[src/rtl/sync_fifo_param.sv]
// Single-clock FIFO with elaboration-time width, depth and read mode, programmable
// almost-full/almost-empty thresholds, and sticky overflow/underflow flags.
module sync_fifo_param #(
  parameter int unsigned DATA_W    = 8,
  parameter int unsigned DEPTH     = 16,
  parameter int unsigned AFULL_TH  = 14,
  parameter int unsigned AEMPTY_TH = 2,
  parameter int unsigned FWFT      = 0
) (
  input  logic                       clk,
  input  logic                       rst,
  input  logic                       wr_en,
  input  logic [DATA_W-1:0]          din,
  input  logic                       rd_en,
  output logic [DATA_W-1:0]          dout,
  output logic                       full,
  output logic                       empty,
  output logic                       almost_full,
  output logic                       almost_empty,
  output logic [$clog2(DEPTH):0]     count,
  output logic                       overflow,
  output logic                       underflow,
  input  logic                       clr_err
);

  localparam int unsigned AW = $clog2(DEPTH);
  localparam int unsigned CW = AW + 1;
  localparam logic [CW-1:0] DepthC  = CW'(DEPTH);
  localparam logic [CW-1:0] AfullC  = CW'(AFULL_TH);
  localparam logic [CW-1:0] AemptyC = CW'(AEMPTY_TH);

`ifndef SYNTHESIS
  initial begin
    if (DATA_W < 1) $error("sync_fifo_param: DATA_W must be >= 1");
    if (DEPTH < 2 || (DEPTH & (DEPTH - 1)) != 0)
      $error("sync_fifo_param: DEPTH must be a power of two >= 2");
    if (AFULL_TH < 1 || AFULL_TH > DEPTH) $error("sync_fifo_param: AFULL_TH out of 1..DEPTH");
    if (AEMPTY_TH > DEPTH - 1) $error("sync_fifo_param: AEMPTY_TH out of 0..DEPTH-1");
    if (FWFT > 1) $error("sync_fifo_param: FWFT must be 0 or 1");
  end
`endif

  logic [DATA_W-1:0] mem [DEPTH];

  logic [AW-1:0] wr_ptr_q, wr_ptr_d, rd_ptr_q, rd_ptr_d;
  logic [CW-1:0] count_q, count_d;
  logic          full_q, full_d, empty_q, empty_d;
  logic          afull_q, afull_d, aempty_q, aempty_d;
  logic          overflow_q, overflow_d, underflow_q, underflow_d;
  logic          wr_acc, rd_acc;

  // Acceptance uses the registered (pre-edge) flags only.
  assign wr_acc = wr_en && !full_q;
  assign rd_acc = rd_en && !empty_q;

  always_comb begin
    wr_ptr_d    = wr_ptr_q;
    rd_ptr_d    = rd_ptr_q;
    count_d     = count_q;
    overflow_d  = clr_err ? 1'b0 : overflow_q;
    underflow_d = clr_err ? 1'b0 : underflow_q;
    if (wr_acc) wr_ptr_d = wr_ptr_q + AW'(1);
    if (rd_acc) rd_ptr_d = rd_ptr_q + AW'(1);
    if (wr_acc && !rd_acc) begin
      count_d = count_q + CW'(1);
    end else if (rd_acc && !wr_acc) begin
      count_d = count_q - CW'(1);
    end
    // A new error event outranks a simultaneous clear.
    if (wr_en && full_q)  overflow_d  = 1'b1;
    if (rd_en && empty_q) underflow_d = 1'b1;
    full_d   = (count_d == DepthC);
    empty_d  = (count_d == '0);
    afull_d  = (count_d >= AfullC);
    aempty_d = (count_d <= AemptyC);
  end

  always_ff @(posedge clk or posedge rst) begin
    if (rst) begin
      wr_ptr_q    <= '0;
      rd_ptr_q    <= '0;
      count_q     <= '0;
      full_q      <= 1'b0;
      empty_q     <= 1'b1;
      afull_q     <= 1'b0;
      aempty_q    <= 1'b1;
      overflow_q  <= 1'b0;
      underflow_q <= 1'b0;
    end else begin
      wr_ptr_q    <= wr_ptr_d;
      rd_ptr_q    <= rd_ptr_d;
      count_q     <= count_d;
      full_q      <= full_d;
      empty_q     <= empty_d;
      afull_q     <= afull_d;
      aempty_q    <= aempty_d;
      overflow_q  <= overflow_d;
      underflow_q <= underflow_d;
    end
  end

  // No reset on storage so it can map onto distributed RAM.
  always_ff @(posedge clk) begin
    if (wr_acc) mem[wr_ptr_q] <= din;
  end

  if (FWFT != 0) begin : g_fwft
    assign dout = empty_q ? '0 : mem[rd_ptr_q];
  end else begin : g_reg
    logic [DATA_W-1:0] dout_q;
    always_ff @(posedge clk or posedge rst) begin
      if (rst) begin
        dout_q <= '0;
      end else if (rd_acc) begin
        dout_q <= mem[rd_ptr_q];
      end
    end
    assign dout = dout_q;
  end

  assign full         = full_q;
  assign empty        = empty_q;
  assign almost_full  = afull_q;
  assign almost_empty = aempty_q;
  assign count        = count_q;
  assign overflow     = overflow_q;
  assign underflow    = underflow_q;

endmodule

[config.mk]
export PLATFORM = sky130hd
export DESIGN_NAME = sync_fifo_param
export DESIGN_NICKNAME = d
export VERILOG_FILES = /design/src/rtl/sync_fifo_param.sv
export SDC_FILE = /design/constraint.sdc
export NUM_CORES = 1
export LEC_CHECK = 0
export BUFFER_PORTS_ARGS = -buffer_cell sky130_fd_sc_hd__buf_2
export CAP_MARGIN = 10
export CORE_AREA = 2 2 110 112
export DETAILED_ROUTE_END_ITERATION = 7
export DIE_AREA = 0 0 112 114
export HOLD_SLACK_MARGIN = 0.08
export PLACE_DENSITY = 0.74
export SETUP_SLACK_MARGIN = 0.05
export SLEW_MARGIN = 20
export SYNTH_ARGS = -nofsm -noshare
export SYNTH_HDL_FRONTEND = slang
export SYNTH_SLANG_ARGS = --single-unit
[constraint.sdc]
create_clock -name clk -period 4 [get_ports clk]
set_clock_uncertainty 0.1 [all_clocks]
set_input_delay 0.8 -clock clk [delete_from_list [all_inputs] [get_ports clk]]
set_output_delay 0.8 -clock clk [all_outputs]
set_load 0.02 [all_outputs]
# Yosys cells after proc, flatten, opt, wreduce, memory -nomap -nowiden
# Memories as Yosys holds them, arrays and structs flattened. A register that Yosys moved wholly into a read port is not among the register bits.
# Cells that the tools add are included.
# op_classes
n_addsub,4
multipliers,0
n_div,0
magnitude_cmp,2
n_eq_ne,1
shift,0
mux,7
bitwise_logic,0
reduce_logical,13
# op_table
cell,count
$mux W5,2
$add A4 B1 Y4 const B,2
$logic_and A1 B1 Y1,6
$add A5 B1 Y5 const B,1
$eq A5 B5 Y1 const B,1
$ge A5 B4 Y1 const B,1
$le A5 B2 Y1 const B,1
$logic_not A5 Y1,1
$mux W1,5
$sub A5 B1 Y5 const B,1
$logic_not A1 Y1,4
$reduce_bool A2 Y1,2
# totals
reg_bits,19
latchBits,0
mem_bits_rw,128
rom_bits,0
input_bits,13
out_inout_bits,19
word_cells,37
memories,1
# mem_list
name,words,word_bits,read_ports,rd_clocked_by_memory_dff,write_ports,line_no,text
mem,16,8,1,1,1,43,logic [DATA_W-1:0] mem [DEPTH];

# Depth between registers and ports, before layout
# logic_depth
depth_word,7
mapped_depth,8
mapped_depth_nobuf,7

# Worst setup path before layout
# No wires, ideal clock.
# synth_timing
path_type,input port to flip-flop
from,input port wr_en
to,"register aempty_q, in the netlist almost_empty"
setup_time_ps,105
t_arrival_ps,1921
required_time_ps,3795
path_slack_ps,1874
cell_stages,7
n_path_buf,1
cell_sequence,nor2b_1 -> buf_2 -> nand3_1 -> o22ai_1 -> xnor2_1 -> inv_2 -> a2111oi_2
# synth_between
elab_chain_cells,6
word_cells_on_any_way,7
classes_between,1 x order compare; 2 x mux; 4 x reduce/logical
# synth_rtl
item,line_no,text
start: declaration,12,"input logic wr_en,"
$logic_and A1 B1 Y1 (*),53,assign wr_acc = wr_en && !full_q;
$logic_not A1 Y1,66,end else if (rd_acc && !wr_acc) begin
$logic_and A1 B1 Y1,66,
$mux W5,66,
$mux W5 (*),64,if (wr_acc && !rd_acc) begin
via count_d[4],46,"logic [CW-1:0] count_q, count_d;"
$le A5 B2 Y1 (*),75,aempty_d = (count_d <= AemptyC);
via aempty_d,48,"logic afull_q, afull_d, aempty_q, aempty_d;"
end signal: assignment,96,aempty_q <= aempty_d;
end: declaration,48,
# The timed path passes the listed nets; every way through them passes the cells marked *.
# A chain may end at the register's enable or synchronous reset.

==> out/metrics.cfg <==
[sta]
hold_slack_ns=0.359
finalWorstSetupSlack_ns=1.28
setup_viol=0
maxSlewViolCount=0
fin_crit_ns=2.72
tightest_slew_ns=0.997
rsz0062_at_grt=no
relSlewSlack_pct=33.5
tns_ns=0
final_hold_viol_count=0
min_period_over_period_pct=68.0
max_freq_ghz=0.368

[cells_and_area]
stdcell_area_mm2=0.00719
area.growth.synth_to_final_pct=14.2
drive_above_1_share_pct=23.4
mostFrequentLayoutCells=edfxtp_1, buf_2, dfrtp_1
fillers=821
nNetsFinal=401
n_antenna_cell=0
final_common_cell=edfxtp_1
fin_cells=541

[clocking]
worstSkewPairLatency_ns=0.42
post_cts.repair.setup_buffers=0
cts.sinks=155
clkTransAtPathRegs_ns=0.06
clk_path_buf_depth=2
cts_tree=done
ctsResizeCount=0
cts-root-buf=clkbuf_16
hold_buffers=0
numCtsBuffers=17
htreeDepth=4

[floorplan]
core-area_mm2=0.0117
die_h_um=114
start_util_pct=53.7
die_area_mm2=0.0128
io_pins=32
row_count=40
die_x_um=112

[synth]
netlist_instances=345
synthFlopType=edfxtp_1
syn_nets=365
ys_types=41
synth_edf_count=128
synth-seq-area-share_pct=71.8
synth_area_mm2=0.00629
yosys_register_bits=155
async_reset_ff_share_pct=17.4
syn_area_per_cell_um2=18.2
yosys_warnings=0

[placed_design]
placed_cells=509
postPlaceCellArea_mm2=0.00653
io_buffers=31
gp_congestion=0.797
place_ws_ns=1.23
dp_hpwl_um=7380

[power]
p_int_mw=3.81
combPwrFrac_pct=25.9
seqPwrFrac_pct=41.8
clock_power_share_pct=32.3
switching_share_pct=29.9
power_leakage_nw=2.52
cellPowerDensity_mw_per_mm2=757
power.switching_mw=1.63
irDropWorstVdd_mv=0.434

[route]
vias=3211
drt_wl_total_um=12300
drtIter0Drc=264
wirelength_met1_um=5320
antenna_left=0
drc=0
vias_per_cell=5.94
wl_met2_um=6160
drt-pass1-iter-count=4
post_drt_wl_per_cell_um=22.7
top_layer=met4
dr_wl_met3_um=555

[global_route]
grt_overflow=0
grt_antenna_before_repair=0
grt_max_degree=37
grt_pass1_vias=3410
grt_pass1_wl_um=18700
grt_util_all_layers_pct=20.3

[critical_path]
end_kind=register
cp_max_fo=35
cp.required_ns=4.15
reg2reg_from=rd_ptr_q[0]$_DFFE_PP0P_
arrival_ns=2.87
cp-start-kind=register
cp-startpoint=rd_ptr_q[0]$_DFFE_PP0P_
crit_type=reg -> reg

[run]
max-cap-violations=0

[hold_path]
hold_path.class=in -> async

[run_status]
status=complete, no violations

==> worst max-delay path, stage by stage, from the launching register on <==
cell	delay, ns
dfrtp_2	1.02
mux4_1	0.67
nor2b_1	0.15
a2111oi_0	0.50
a311oi_1	0.10
==> power groups by stage <==
| stage | sequential [mW] | clock, mW | combinational [mW] |
|---|---|---|---|
| 4_1_cts | 2.27 | 1.77 | 1.42 |
| 5_1_grt | 2.31 | 1.83 | 1.52 |
| 3_3_place_gp | 2.29 | 0 | 1.36 |
| 6_report | 2.27 | 1.76 | 1.41 |
| 2_1_floorplan | 2.26 | 0 | 1.08 |
| 3_5_place_dp | 2.30 | 0 | 1.41 |
==> sequential cells by signal, indices dropped and copies added, names as in the netlist <==
signal,flops
mem,128
underflow,1
rd_ptr_q,4
empty,1
almost_empty,1
almost_full,1
wr_ptr_q,4
dout,8
count,5
full,1
overflow,1
==> area by class of cell <==
class / instances / area (µm²) / share of cell area, %
multi-input combinational: 165 / 1620 / 22.5
tap: 147 / 184 / 2.56
clock buffer: 24 / 492 / 6.84
timing repair buffer: 34 / 178 / 2.47
clock inverter: 8 / 163 / 2.26
inverter: 8 / 30.0 / 0.418
sequential: 155 / 4520 / 62.9
==> synth_stat cells (3+ instances only) <==
master | count | area, µm²
a311oi_1 | 5 | 43.8
and2_1 | 16 | 100
xnor2_1 | 8 | 70.1
inv_1 | 7 | 26.3
nand2b_1 | 3 | 18.8
a21oi_1 | 7 | 35.0
o21ai_0 | 6 | 30.0
buf_4 | 5 | 37.5
nor4_1 | 3 | 18.8
mux4_2 | 20 | 450
nor2_1 | 15 | 56.3
edfxtp_1 | 128 | 3840
a211oi_1 | 3 | 22.5
dfrtp_1 | 25 | 626
a2111oi_2 | 3 | 45.0
ha_1 | 7 | 87.6
buf_2 | 6 | 30.0
mux2i_1 | 9 | 90.1
nand2_1 | 13 | 48.8
nor2b_1 | 12 | 75.1
nand3_1 | 5 | 25.0
a2111oi_0 | 5 | 43.8
mux4_1 | 9 | 236
==> metal layers <==
layer | track usage, % | up-vias
met2 | 32.6 | 97
met1 | 27.2 | 1664
met3 | 4.94 | 21
met5 | 0 | -
met4 | 8.29 | 0
li1 | - | 1429
==> cell families (layout without fill, tap and decap cells) <==
| group | count (synthesis) | count (layout) | share of synthesized area, % |
|---|---|---|---|
| flip-flops | 155 | 155 | 71.8 |
| AND/OR/NAND/NOR | 74 | 74 | 6.14 |
| multiplexers | 40 | 40 | 12.7 |
| AO/OA/AOI/OAI | 34 | 34 | 4.06 |
| buffers and inverters | 25 | 74 | 2.47 |
| XOR/XNOR | 10 | 10 | 1.39 |
| adder cells (fa/ha/maj) | 7 | 7 | 1.39 |
==> path summary, 6_finish.rpt <==
kind                                           end  slack (ns)  cells past startpoint
min reg2reg                   overflow$_DFFE_PP0P_        0.43                      2
min in group clk              overflow$_DFFE_PP0P_        0.43                      2
max                            dout[1]$_DFFE_PP0P_        1.28                      4
max reg2reg                    dout[1]$_DFFE_PP0P_        1.28                      4
max in group asynchronous  rd_ptr_q[0]$_DFFE_PP0P_        2.99                      2
min                        wr_ptr_q[0]$_DFFE_PP0P_        0.36                      2
==> metrics by stage <==
step                      utilization, %  total power, mW
after CTS                           61.4             5.47
after global placement              55.8             3.65
after global routing                61.4             5.66
after detailed placement            55.8             3.71
final                               61.4             5.44
after floorplan                        -             3.34
No activity file was read; power rests on OpenSTA's default activity.
